`config.mk`:
```
export PLATFORM = sky130hd
export DESIGN_NAME = apb_uart_fifo_bridge_flat
export DESIGN_NICKNAME = d
export VERILOG_FILES = /design/src/rtl/apb_uart_fifo_bridge_if.sv /design/src/rtl/apb_uart_fifo_bridge.sv /design/src/flat_wrapper.sv
export SDC_FILE = /design/constraint.sdc
export NUM_CORES = 1
export LEC_CHECK = 0
export BUFFER_PORTS_ARGS = -buffer_cell sky130_fd_sc_hd__buf_2
export CORE_ASPECT_RATIO = 1.5
export CORE_MARGIN = 5
export CORE_UTILIZATION = 65
export DETAILED_ROUTE_END_ITERATION = 6
export MAX_ROUTING_LAYER = met4
export PLACE_DENSITY = 0.85
export SYNTH_ARGS = -nofsm -noshare
export SYNTH_HDL_FRONTEND = slang
export SYNTH_SLANG_ARGS = --single-unit
```
`constraint.sdc`:
```
create_clock -name clk -period 7.5 [get_ports clk]
set_input_delay 1.125 -clock clk [delete_from_list [all_inputs] [get_ports clk]]
set_output_delay 1.125 -clock clk [all_outputs]
set_load 0.02 [all_outputs]
```
`src/rtl/apb_uart_fifo_bridge_if.sv`:
```
// APB slave bus bundle for the UART FIFO bridge.
interface apb_uart_fifo_bridge_if #(
  parameter int unsigned DATA_W = 32
);
  logic [3:0]        paddr;
  logic              psel;
  logic              penable;
  logic              pwrite;
  logic [DATA_W-1:0] pwdata;
  logic [DATA_W-1:0] prdata;
  logic              pready;
  logic              pslverr;

  modport master (
    output paddr, psel, penable, pwrite, pwdata,
    input  prdata, pready, pslverr
  );

  modport slave (
    input  paddr, psel, penable, pwrite, pwdata,
    output prdata, pready, pslverr
  );
endinterface

```
`src/rtl/apb_uart_fifo_bridge.sv`:
```
// APB slave that queues words for byte-serial UART transmit and assembles
// received bytes into words for bus reads, with status and overrun reporting.
module apb_uart_fifo_bridge #(
  parameter int unsigned DATA_W   = 32,
  parameter int unsigned BYTE_W   = 8,
  parameter int unsigned TX_DEPTH = 4,
  parameter int unsigned RX_DEPTH = 4
) (
  input  logic                  clk,
  input  logic                  rst_n,
  apb_uart_fifo_bridge_if.slave apb,
  output logic                  tx_start,
  output logic [BYTE_W-1:0]     tx_data,
  input  logic                  tx_done,
  output logic                  rx_start,
  input  logic [BYTE_W-1:0]     rx_data,
  input  logic                  rx_done
);

  localparam int unsigned NB     = DATA_W / BYTE_W;
  localparam int unsigned BCNT_W = (NB > 1) ? $clog2(NB) : 1;
  localparam int unsigned TX_AW  = $clog2(TX_DEPTH);
  localparam int unsigned TX_CW  = TX_AW + 1;
  localparam int unsigned RX_AW  = $clog2(RX_DEPTH);
  localparam int unsigned RX_CW  = RX_AW + 1;
  localparam logic [BCNT_W-1:0] LAST_BYTE = BCNT_W'(NB - 1);

  typedef enum logic [1:0] {T_IDLE, T_LOAD, T_SEND, T_WAIT} tx_state_t;

  tx_state_t         tx_state;
  logic [DATA_W-1:0] tx_mem [TX_DEPTH];
  logic [TX_AW-1:0]  tx_wr_ptr, tx_rd_ptr;
  logic [TX_CW-1:0]  tx_count;
  logic [DATA_W-1:0] tx_shift;
  logic [BCNT_W-1:0] tx_bcnt;

  logic [DATA_W-1:0] rx_mem [RX_DEPTH];
  logic [RX_AW-1:0]  rx_wr_ptr, rx_rd_ptr;
  logic [RX_CW-1:0]  rx_count, rx_count_nxt;
  logic [DATA_W-1:0] rx_word, rx_asm;
  logic [BCNT_W-1:0] rx_bcnt;
  logic              rx_ovr;

  logic              access;
  logic [1:0]        reg_sel;
  logic              tx_full, tx_empty, rx_full, rx_empty, tx_busy;
  logic              wr_tx, rd_rx, wr_status;
  logic              tx_push, tx_pop, rx_push, rx_pop, rx_accept;
  logic [5:0]        status;
  logic [DATA_W-1:0] rdata;
  logic              rerr;
  logic              unused_addr;

  assign access      = apb.psel & apb.penable;
  assign reg_sel     = apb.paddr[3:2];
  assign unused_addr = ^apb.paddr[1:0];

  assign tx_full  = (tx_count == TX_CW'(TX_DEPTH));
  assign tx_empty = (tx_count == '0);
  assign rx_full  = (rx_count == RX_CW'(RX_DEPTH));
  assign rx_empty = (rx_count == '0);
  assign tx_busy  = (tx_state != T_IDLE);
  assign status   = {rx_ovr, tx_busy, rx_empty, rx_full, tx_empty, tx_full};

  assign wr_tx     = access &  apb.pwrite & (reg_sel == 2'd0);
  assign rd_rx     = access & ~apb.pwrite & (reg_sel == 2'd1);
  assign wr_status = access &  apb.pwrite & (reg_sel == 2'd2);

  // Flags are the registered values, so a full FIFO rejects a push even if it pops this cycle.
  assign tx_push   = wr_tx & ~tx_full;
  assign tx_pop    = (tx_state == T_LOAD);
  assign rx_pop    = rd_rx & ~rx_empty;
  assign rx_accept = rx_done & rx_start;
  assign rx_push   = rx_accept & (rx_bcnt == LAST_BYTE);

  // Register read mux and error decode.
  always_comb begin
    rdata = '0;
    rerr  = 1'b0;
    case (reg_sel)
      2'd0: rerr = ~apb.pwrite | tx_full;
      2'd1: begin
        if (apb.pwrite || rx_empty) rerr = 1'b1;
        else                        rdata = rx_mem[rx_rd_ptr];
      end
      2'd2: begin
        if (!apb.pwrite) rdata = DATA_W'(status);
      end
      default: rerr = 1'b1;
    endcase
  end

  assign apb.pready  = access;
  assign apb.pslverr = access & rerr;
  assign apb.prdata  = access ? rdata : '0;

  // TX FIFO storage
  always_ff @(posedge clk) begin
    if (tx_push) tx_mem[tx_wr_ptr] <= apb.pwdata;
  end

  always_ff @(posedge clk) begin
    if (!rst_n) begin
      tx_wr_ptr <= '0;
      tx_rd_ptr <= '0;
      tx_count  <= '0;
    end else begin
      if (tx_push) tx_wr_ptr <= tx_wr_ptr + TX_AW'(1);
      if (tx_pop)  tx_rd_ptr <= tx_rd_ptr + TX_AW'(1);
      case ({tx_push, tx_pop})
        2'b10:   tx_count <= tx_count + TX_CW'(1);
        2'b01:   tx_count <= tx_count - TX_CW'(1);
        default: tx_count <= tx_count;
      endcase
    end
  end

  // TX serialiser: one word out as NB bytes, LSB first, each after the previous tx_done.
  always_ff @(posedge clk) begin
    if (!rst_n) begin
      tx_state <= T_IDLE;
      tx_start <= 1'b0;
      tx_data  <= '0;
      tx_shift <= '0;
      tx_bcnt  <= '0;
    end else begin
      tx_start <= 1'b0;
      case (tx_state)
        T_IDLE: begin
          if (!tx_empty) tx_state <= T_LOAD;
        end
        T_LOAD: begin
          tx_shift <= tx_mem[tx_rd_ptr];
          tx_bcnt  <= '0;
          tx_state <= T_SEND;
        end
        T_SEND: begin
          tx_data  <= tx_shift[BYTE_W-1:0];
          tx_start <= 1'b1;
          tx_state <= T_WAIT;
        end
        T_WAIT: begin
          if (tx_done) begin
            tx_shift <= tx_shift >> BYTE_W;
            tx_bcnt  <= tx_bcnt + BCNT_W'(1);
            tx_state <= (tx_bcnt == LAST_BYTE) ? T_IDLE : T_SEND;
          end
        end
        default: tx_state <= T_IDLE;
      endcase
    end
  end

  // Received byte dropped into its lane; the completed word is pushed in the same cycle.
  always_comb begin
    rx_asm = rx_word;
    rx_asm[32'(rx_bcnt) * BYTE_W +: BYTE_W] = rx_data;
  end

  always_comb begin
    rx_count_nxt = rx_count;
    case ({rx_push, rx_pop})
      2'b10:   rx_count_nxt = rx_count + RX_CW'(1);
      2'b01:   rx_count_nxt = rx_count - RX_CW'(1);
      default: rx_count_nxt = rx_count;
    endcase
  end

  always_ff @(posedge clk) begin
    if (rx_push) rx_mem[rx_wr_ptr] <= rx_asm;
  end

  always_ff @(posedge clk) begin
    if (!rst_n) begin
      rx_wr_ptr <= '0;
      rx_rd_ptr <= '0;
      rx_count  <= '0;
      rx_word   <= '0;
      rx_bcnt   <= '0;
      rx_ovr    <= 1'b0;
      rx_start  <= 1'b0;
    end else begin
      rx_count <= rx_count_nxt;
      rx_start <= (rx_count_nxt < RX_CW'(RX_DEPTH));
      if (rx_push) rx_wr_ptr <= rx_wr_ptr + RX_AW'(1);
      if (rx_pop)  rx_rd_ptr <= rx_rd_ptr + RX_AW'(1);
      if (rx_accept) begin
        rx_word <= rx_asm;
        rx_bcnt <= rx_push ? '0 : rx_bcnt + BCNT_W'(1);
      end
      // A new overrun takes priority over a software clear in the same cycle.
      if (rx_done && !rx_start)                rx_ovr <= 1'b1;
      else if (wr_status && apb.pwdata[5])     rx_ovr <= 1'b0;
    end
  end

endmodule

```
`src/flat_wrapper.sv`:
```
// flat-port wrapper written by rule: the top's interface ports become plain ports
module apb_uart_fifo_bridge_flat 
#(
  parameter int unsigned DATA_W   = 32,
  parameter int unsigned BYTE_W   = 8,
  parameter int unsigned TX_DEPTH = 4,
  parameter int unsigned RX_DEPTH = 4
)
  (clk, rst_n, tx_start, tx_data, tx_done, rx_start, rx_data, rx_done, apb_paddr, apb_psel, apb_penable, apb_pwrite, apb_pwdata, apb_prdata, apb_pready, apb_pslverr);
  apb_uart_fifo_bridge_if #(.DATA_W(DATA_W)) apb_i ();
  input  logic clk;
  input  logic rst_n;
  output logic tx_start;
  output logic [BYTE_W-1:0] tx_data;
  input  logic tx_done;
  output logic rx_start;
  input  logic [BYTE_W-1:0] rx_data;
  input  logic rx_done;
  input wire logic [$bits(apb_i.paddr)-1:0] apb_paddr;
  input wire logic [$bits(apb_i.psel)-1:0] apb_psel;
  input wire logic [$bits(apb_i.penable)-1:0] apb_penable;
  input wire logic [$bits(apb_i.pwrite)-1:0] apb_pwrite;
  input wire logic [$bits(apb_i.pwdata)-1:0] apb_pwdata;
  output wire logic [$bits(apb_i.prdata)-1:0] apb_prdata;
  output wire logic [$bits(apb_i.pready)-1:0] apb_pready;
  output wire logic [$bits(apb_i.pslverr)-1:0] apb_pslverr;
  assign apb_i.paddr = apb_paddr;
  assign apb_i.psel = apb_psel;
  assign apb_i.penable = apb_penable;
  assign apb_i.pwrite = apb_pwrite;
  assign apb_i.pwdata = apb_pwdata;
  assign apb_prdata = apb_i.prdata;
  assign apb_pready = apb_i.pready;
  assign apb_pslverr = apb_i.pslverr;
  apb_uart_fifo_bridge #(.DATA_W(DATA_W), .BYTE_W(BYTE_W), .TX_DEPTH(TX_DEPTH), .RX_DEPTH(RX_DEPTH)) u_core (.clk(clk), .rst_n(rst_n), .apb(apb_i), .tx_start(tx_start), .tx_data(tx_data), .tx_done(tx_done), .rx_start(rx_start), .rx_data(rx_data), .rx_done(rx_done));
endmodule
```
; ---- Word level (Yosys, flattened, before mapping)
; Memories as Yosys holds them, arrays and structs flattened. A register that Yosys moved wholly into a read port is not among the register bits.
; Index checks and enable logic that the tools add are counted.
[totals]
inputBits = 51
mem_bits_rw = 256
register_bits = 95
memories = 2
out_inout_bits = 44
word_cells = 104
[op_classes]
n_mux = 29
n_addsub = 11
n_shift = 2
n_eq_ne = 15
reduce_logical = 14
n_lt_le_gt_ge = 1
n_bitwise = 15
[memory_table]
columns = name, depth, width, read_ports, rd_ports_with_merged_regs, wr, line
row1 = u_core.rx_mem, 4, 32, 1, 1, 1, apb_uart_fifo_bridge.sv:37  ; logic [DATA_W-1:0] rx_mem [RX_DEPTH];
row2 = u_core.tx_mem, 4, 32, 1, 1, 1, apb_uart_fifo_bridge.sv:31  ; logic [DATA_W-1:0] tx_mem [TX_DEPTH];
[ops]
columns = operator, count
row1 = one-hot mux 32 bit (2 select lines), 2
row2 = 2-to-1 mux 32 bit, 3
row3 = negator 5 -> 34 bit, 1
row4 = variable shift 8 x 34 -> 32 bit (first input constant), 1
row5 = variable part select 8 x 34 -> 32 bit, 1
row6 = bitwise mux 32 bit, 1
row7 = 2-to-1 mux 2 bit, 9
row8 = equality test 2 bit (second input constant), 7
row9 = adder 2 x 1 -> 2 bit (second input constant), 6
row10 = one-hot mux 3 bit (2 select lines), 2
row11 = bitwise AND 1 bit, 11
row12 = equality test 2 x 1 -> 1 bit (second input constant), 4
row13 = 2-to-1 mux 1 bit, 8
row14 = one-hot mux 2 bit (4 select lines), 1
row15 = nonzero test 2 bit, 4
row16 = adder 3 x 1 -> 3 bit (second input constant), 2
row17 = equality test 3 bit (second input constant), 2
row18 = zero test 3 bit, 2
row19 = 2-to-1 mux 6 bit, 1
row20 = subtractor 3 x 1 -> 3 bit (second input constant), 2
row21 = zero test 2 bit, 2
row22 = != test 2 bit (second input constant), 2
row23 = one-hot mux 2 bit (2 select lines), 1
row24 = AND reduction 2 bit, 2
row25 = 7 further kinds, 10

; ---- Depth between registers and ports, before layout
; Gate-level depths: netlist of run 1.
[depth]
ltp_word = 7
depth_mapped = 11
depth_no_buf = 11

; ---- Worst setup path before layout of run 1
; OpenSTA, ideal clock, no wires.
[synth_timing]
path_type = in2out
start = in apb_paddr[2]
end = out apb_prdata[0]
path_buffers = 2
t_arrival_ps = 2364
stages = 7
required_time_ps = 6375
setup_slack_ps = 4011
path_cell_list = inv_1 ha_1 and4b_1 buf_2 and3_4 buf_2 a32o_1
[synth_via]
elab_chain_len = 3
elab_cells_between_ends = 4
classes_between = eq/ne: 2 / mux: 2
[synth_rtl]
columns = element, line
row1 = "start, declared", flat_wrapper.sv:19  ; input wire logic [$bits(apb_i.paddr)-1:0] apb_paddr;
row2 = equality test 2 bit / equality test 2 x 1 -> 1 bit (equally long branches), apb_uart_fifo_bridge.sv:80  ; case (reg_sel)
row3 = one-hot mux 32 bit (2 select lines) *, apb_uart_fifo_bridge.sv:80
row4 = 2-to-1 mux 32 bit *, apb_uart_fifo_bridge.sv:95  ; assign apb.prdata = access ? rdata : '0;
row5 = "end, declared", flat_wrapper.sv:24  ; output wire logic [$bits(apb_i.prdata)-1:0] apb_prdata;
; Mark *: on every way between the ends. The rest lies on a longest branch, timed or not.

; ---- Worst setup path after layout of run 1
[layout_timing]
start = in apb_paddr[2]
end = out apb_prdata[19]
; Same word-level chain as after synthesis.

==> impl_results.md, run 1 <==
- DP Area: 14800 um2
- XOR/XNOR Fraction of Synth Area: 0.430%
- First-pass GRT wire length: 46.9 mm
- CTS tree: done
- Post-Syn Instances: 939
- Sw frac: 23.8%
- Period utilization: 51.6%
- #FFs+latches synth: 355
- Number of fill cells: 1309
- H-Tree Depth: 1
- PD cells: 281 nW/um2
- Crit end category: primary output
- Worst path max stage delay: 0.44 ns
- Switch Pwr: 0.00107 W
- CTS Sinks: 355
- Post-synth EDFFs: 256
- Comb power frac: 11.6%
- Fin area: 16000 um2
- Pins Over Slew Limit: 0
- CTS max path bufs: 3
- Layout cells sized above 1: 20.2%
- CTS Hold Bufs: 0
- Async S/R FF share, synth: 0%
- Number of global-route vias before repair: 8680
- Slew margin rel.: 20.5%
- Post-CTS Setup Bufs: 0
- Post-CTS sizing: 0
- Synth Area in Compound Gates: 9.26%
- YS warnings: 0
- Initial DRT Pass Iterations: 5
- Distinct cells, synth: 58
- Synth area leaders: edfxtp_1 54%, dfxtp_1 14%, mux4_2 5.5%
- Fraction of the mapped netlist area in adder cells: 2.03%
- Total Wirelength: 30.6 mm
- Critical path fanouts, max: 30
- Full die area: 25100 um2
- Worst Path Required: 6.38 ns
- Crit-path slowest cell: and3_4
- Actual transition at the worst max-transition pin: 1.19 ns
- Row count: 66
- Chip width: 131 um
- RSZ-0062 raised after global routing: false
- Hold_ws: 0.462 ns
- Clock Power Share: 38.7%
- Worst min path class: flop to flop
- Syn Area/Cell: 15.2 um2
- Initial antenna violation count: 3
- Final setup fails: 0
- Setup TNS: 0 ns
- Largest family of logic cells by synthesized area: multiplexers
- Synth area leader: edfxtp_1
- Final Hold Vio Count: 0
- Multiplexer share of the synthesized area: 9.95%
- GRT Resource Usage Total: 25.3%
- Routed wire per std cell: 23.4 um
- Setup CP Type: input port to primary output
- Post-synthesis simple-gate area fraction: 7.19%
- Routed vias/inst: 6.43
- CTS buffer count: 31
- Internal power: 0.00342 W
- Minimum clock period: 3.87 ns
- Clk slew on worst S/H paths: 0.06 ns
- Max Clk Rate: 258 MHz
- Root Driver: clkbuf_16
- Gr ovfl total: 0
- Post-DRT Antenna Nets: 0
- # nets final: 1086
- Largest net degree at the start of global routing: 63
- Area Overhead vs Synth: 11.8%
- Startpoint Class: input port
- Critical path arrival: 2.75 ns
- Max-capacitance violation count: 0
- I/O Buffers: 92
- Sequential group share of total power: 49.7%
- Detailed placement HPWL: 18.6 mm
- Cell mode on critical path: buf_2
- Most frequent cells after synthesis: 256 x edfxtp_1, 99 x dfxtp_1, 75 x nand2_1
- Net Count, Synth: 1012
- Die Span Y: 191 um
- Ports: 95
- Outcome: finished, final reports clean
- Count leader, synth: edfxtp_1
- Mapped Area: 14300 um2
- Yosys top cell area share: 53.9%
- Initial Util: 66.0%
- Via count: 8436
- Most common flop cell mapped by yosys: edfxtp_1
- Skew-Pair Late Insertion Delay: 0.55 ns
- Leakage power: 5.54 nW
- Max Clock Skew: 0.00831 ns
- Iteration-0 DRC count of the detailed router: 731
- Sequential share of the synthesized area: 67.8%
- Core ar.: 21600 um2
- Critical Path, Cell by Cell: buf_2, inv_1, ha_1, and4b_1, and3_4, and2_1, buf_2
- Peak VDD IR: 0.290 mV
- # DRC: 0
- GP Congestion: 0.788
## path summary, 6_finish.rpt
kind | startpoint | end | slack [ns] | depth (start not counted)
worst max-delay path | apb_paddr[2] | apb_prdata[19] | 3.63 | 7
worst min-delay path | u_core.tx_data[6] | u_core.tx_data[6] | 0.46 | 2
worst max register to register | u_core.rx_bcnt[0] | u_core.rx_start | 4.74 | 7
worst min register to register | u_core.tx_data[6] | u_core.tx_data[6] | 0.46 | 2
## power by group through the flow
stage          Sequential [W]  Combinational [W]  Clock (W)
2_1_floorplan         0.00224           0.000418          0
3_3_place_gp          0.00226           0.000492          0
3_5_place_dp          0.00227           0.000506          0
4_1_cts               0.00223           0.000519    0.00175
5_1_grt               0.00224           0.000558    0.00184
6_report              0.00223           0.000521    0.00174
## cell families after synthesis
| logic type | after synthesis |
|---|---|
| AND/OR/NAND/NOR | 206 |
| buffers and inverters | 93 |
| multiplexers | 90 |
| XOR/XNOR | 7 |
| flip-flops | 355 |
| AO/OA/AOI/OAI | 166 |
| adder cells (fa/ha/maj) | 22 |
## through the flow
step / util (%) / worst slack (ns) / power, W / cells
2_1_floorplan: - / 4.01 / 0.00266 / 939
6_report: 73.8 / 3.63 / 0.00449 / 1312
3_3_place_gp: 68.4 / 3.66 / 0.00276 / 1252
3_5_place_dp: 68.4 / 3.63 / 0.00277 / 1252
5_1_grt: 73.8 / 3.54 / 0.00464 / 1312
4_1_cts: 73.7 / 3.62 / 0.00450 / 1309
## layout by cell type, fill, tap and decap left out, drive strengths merged, types with 17 or more instances in the layout
| cell | count |
|---|---|
| a21oi | 23 |
| a221oi | 24 |
| a22o | 57 |
| a32oi | 32 |
| and2 | 29 |
| buf | 107 |
| clkbuf | 41 |
| dfxtp | 99 |
| edfxtp | 256 |
| ha | 20 |
| inv | 26 |
| mux2i | 50 |
| mux4 | 40 |
| nand2 | 76 |
| nor2 | 49 |
| o21ai | 17 |
## layout make-up
type | instances | area (um2) | share of cell area, %
antenna | 3 | 7.51 | 0.0470
tap | 272 | 340 | 2.13
clock buffer | 41 | 903 | 5.66
inverter | 27 | 101 | 0.635
multi-input combinational | 491 | 4120 | 25.8
sequential | 355 | 9670 | 60.6
timing repair buffer | 107 | 573 | 3.59
clock inverter | 16 | 239 | 1.50
## state kept, by name, summed over array words and instances, names as in the netlist, 3 cells and up, named ones only
signal	count
u_core.rx_mem	128
u_core.tx_mem	128
u_core.tx_shift	32
u_core.tx_data	8
u_core.rx_word	32
u_core.tx_count	3
## worst max-delay path: cells and delay by family
family	cells	cell delay, ns
and+or+nand+nor	3	0.98
buffers and inverters	3	0.34
adders and majority gates	1	0.27
## layer usage
| metal | track usage (%) | share of wire, % |
|---|---|---|
| met1 | 28.2 | 35 |
| met2 | 45.5 | 54 |
| met3 | 2.94 | 6.3 |
| met4 | 10.5 | 4.4 |
| met5 | - | 0 |
No activity file was read; power rests on OpenSTA's default activity.
==> inputs of run 2 (changes only) <==
--- a/config.mk
+++ b/config.mk
@@ -5,13 +5,14 @@
 export SDC_FILE = /design/constraint.sdc
 export NUM_CORES = 1
 export LEC_CHECK = 0
+export ABC_AREA = 1
 export BUFFER_PORTS_ARGS = -buffer_cell sky130_fd_sc_hd__buf_2
 export CORE_ASPECT_RATIO = 1.5
 export CORE_MARGIN = 5
-export CORE_UTILIZATION = 65
+export CORE_UTILIZATION = 55
 export DETAILED_ROUTE_END_ITERATION = 6
 export MAX_ROUTING_LAYER = met4
-export PLACE_DENSITY = 0.85
+export PLACE_DENSITY = 0.76
 export SYNTH_ARGS = -nofsm -noshare
 export SYNTH_HDL_FRONTEND = slang
 export SYNTH_SLANG_ARGS = --single-unit
==> constraint.sdc (replaced) <==
create_clock -name clk -period 3.3 [get_ports clk]
set_input_delay 0.495 -clock clk [delete_from_list [all_inputs] [get_ports clk]]
set_output_delay 0.495 -clock clk [all_outputs]
set_load 0.02 [all_outputs]
==> run 2 against run 1 <==
Against the previous run:
- core utilization decreased by 11 points
- die area up 22%
- clock power increased by 110%
- first-iteration DRC count decreased by 9.4%
- sequential cell count stayed put
- area after synthesis increased by 4.2%
- critical endpoint is now apb_prdata[9]
- largest cell class unchanged
- highest routed layer unchanged
==> impl_results.md, run 2 <==
- Diode count: 0
- Mapped Area: 14900 um2
- Initial DRT Pass Iterations: 5
- Initial Util: 55.9%
- Internal power: 0.00748 W
- Setup CP Type: flop to primary output
- Synth area leaders: edfxtp_1 52%, dfxtp_1 13%, inv_1 5.3%
- Multiplexer share of the synthesized area: 0%
- Most frequent cells after synthesis: 256 x edfxtp_1, 210 x inv_1, 206 x nand2_1
- Initial antenna violation count: 0
- Synth Area in Compound Gates: 9.73%
- Syn Area/Cell: 9.94 um2
- Worst Path Required: 2.80 ns
- H-Tree Depth: 1
- Total Wirelength: 31.8 mm
- YS warnings: 0
- #FFs+latches synth: 355
- RSZ-0062 raised after global routing: false
- Die Span Y: 211 um
- Final setup fails: 0
- Async S/R FF share, synth: 0%
- Distinct cells, synth: 29
- Max-capacitance violation count: 0
- Net Count, Synth: 1569
- Regs by FF count: u_core.rx_mem: 128 flops, u_core.tx_mem: 128 flops
- Startpoint Class: flop
- Multi-input combinational cell area: 4060 um2
- Yosys top cell area share: 51.7%
- Fraction of the mapped netlist area in adder cells: 1.95%
- Routed vias/inst: 5.36
- First-pass GRT wire length: 49.8 mm
- Post-route insts no fill: 1930
- Util after Layout: 62.5%
- Comb power frac: 13.1%
- Chip width: 144 um
- Period utilization: 82.6%
- Most common cell after layout, fill and taps aside: edfxtp_1
- Pins Over Slew Limit: 0
- Layout cells sized above 1: 12.8%
- CTS buffer count: 31
- Synth area leader: edfxtp_1
- Gr busiest metal: met2
- Sw frac: 25.3%
- Largest net degree at the start of global routing: 66
- I/O Buffers: 92
- Core ar.: 26600 um2
- Max Clock Skew: 0.00712 ns
- Leakage power: 6.90 nW
- XOR/XNOR Fraction of Synth Area: 0.236%
- Iteration-0 DRC count of the detailed router: 662
- Commonest non-fill, non-tap cells in the layout: 256 x edfxtp_1, 210 x inv_1, 206 x nand2_1, 181 x nor2_1, 129 x o21ai_0
- Count leader, synth: edfxtp_1
- Worst min path class: input port to flop
- Number of global-route vias before repair: 9859
- Skew-Pair Late Insertion Delay: 0.55 ns
- GR Util met1: 23.0%
- Row count: 73
- PD cells: 603 nW/um2
- Ports: 95
- # nets final: 1642
- Post-DRT Antenna Nets: 0
- CTS max path bufs: 3
- Hold_ws: 0.156 ns
- Routed wire per std cell: 16.5 um
- Full die area: 30500 um2
- Root Driver: clkbuf_16
- Switch Pwr: 0.00254 W
- CTS tree: done
- Most common flop cell mapped by yosys: edfxtp_1
- Crit end category: primary output
- Peak VDD IR: 0.659 mV
- Post-CTS sizing: 0
- CTS Sinks: 355
- Setup TNS: 0 ns
- Critical path arrival: 2.23 ns
- Post-synth EDFFs: 256
- Area Overhead vs Synth: 11.7%
- Critical path fanouts, max: 64
- # DRC: 0
- Clock Power Share: 35.9%
- Clk slew on worst S/H paths: 0.06 ns
- Largest family of logic cells by synthesized area: simple AND/OR/NAND/NOR gates
- GRT met3 Usage: 2.35%
- Via count: 10338
- Met2 GRT Util: 40.5%
- Final Hold Vio Count: 0
- GP Congestion: 0.879
- Minimum clock period: 2.72 ns
- Placed cell count: 1873
- Sequential group share of total power: 51.0%
- Sequential share of the synthesized area: 65.0%
- Detailed placement HPWL: 20.1 mm
- CTS Hold Bufs: 0
- GRT Resource Usage Total: 21.3%
- Slew margin rel.: 29.9%
- Number of fill cells: 2068
- Actual transition at the worst max-transition pin: 1.05 ns
- Outcome: finished, final reports clean
- Register area: 9670 um2
- Post-CTS Setup Bufs: 0
- Post-Syn Instances: 1496
- Max Clk Rate: 367 MHz
- Gr ovfl total: 0
- Post-synthesis simple-gate area fraction: 15.2%
-- run 2: final cells by class --
type,count,share of cell area (%)
Inverter,217,4.90
Clock buffer,45,5.49
Sequential cell,355,58.2
Tap cell,337,2.54
Clock inverter,12,0.708
Timing Repair Buffer,113,3.72
Multi-Input combinational cell,851,24.4
-- run 2: kinds of logic (layout without fill, tap and decap cells) --
logic type,after synthesis,after routing
compound gates,283,283
xor+xnor,4,4
fa+ha+maj,22,22
buf+inv,290,387
flops,355,355
simple gates,542,542
-- run 2: layer usage --
metal | wire length (um) | vias to the layer above
met4 | 833 | 0
met5 | 0 | -
met2 | 17800 | 298
li1 | - | 5091
met3 | 1560 | 51
met1 | 11600 | 4898
-- run 2: critical path, stage by stage (launching register included) --
cell and delay, ns:
dfxtp_2 0.33, buf_4 0.53, nor2_1 0.12, nor2_1 0.14, o21ai_0 0.13, a21oi_1 0.21
buf_2 0.19
-- run 2: worst paths after layout --
kind                      start             endpoint  slack [ns]  depth (start not counted)
min               apb_pwdata[1]  u_core.tx_mem[2][1]        0.16                          1
min reg2reg  u_core.rx_word[25]   u_core.rx_word[25]        0.47                          2
max reg2reg   u_core.rx_bcnt[1]                 flop        1.07                         10
max                        flop        apb_prdata[9]        0.58                          6
-- run 2: per-stage QoR --
step	instance area [um2]	setup WS, ns	total power (W)
finish	16600	0.576	0.0100
CTS	16600	0.524	0.0101
detailed placement	15600	0.803	0.00651
floorplan	14900	0.544	0.00613
global route	16600	0.403	0.0104
global placement	15600	0.834	0.00646
-- run 2: power groups by stage --
stage	registers, W	clock network [W]	logic [W]
floorplan	0.00522	0	0.000912
global placement	0.00519	0	0.00127
detailed placement	0.00520	0	0.00132
CTS	0.00511	0.00365	0.00132
global route	0.00513	0.00382	0.00147
finish	0.00511	0.00359	0.00132
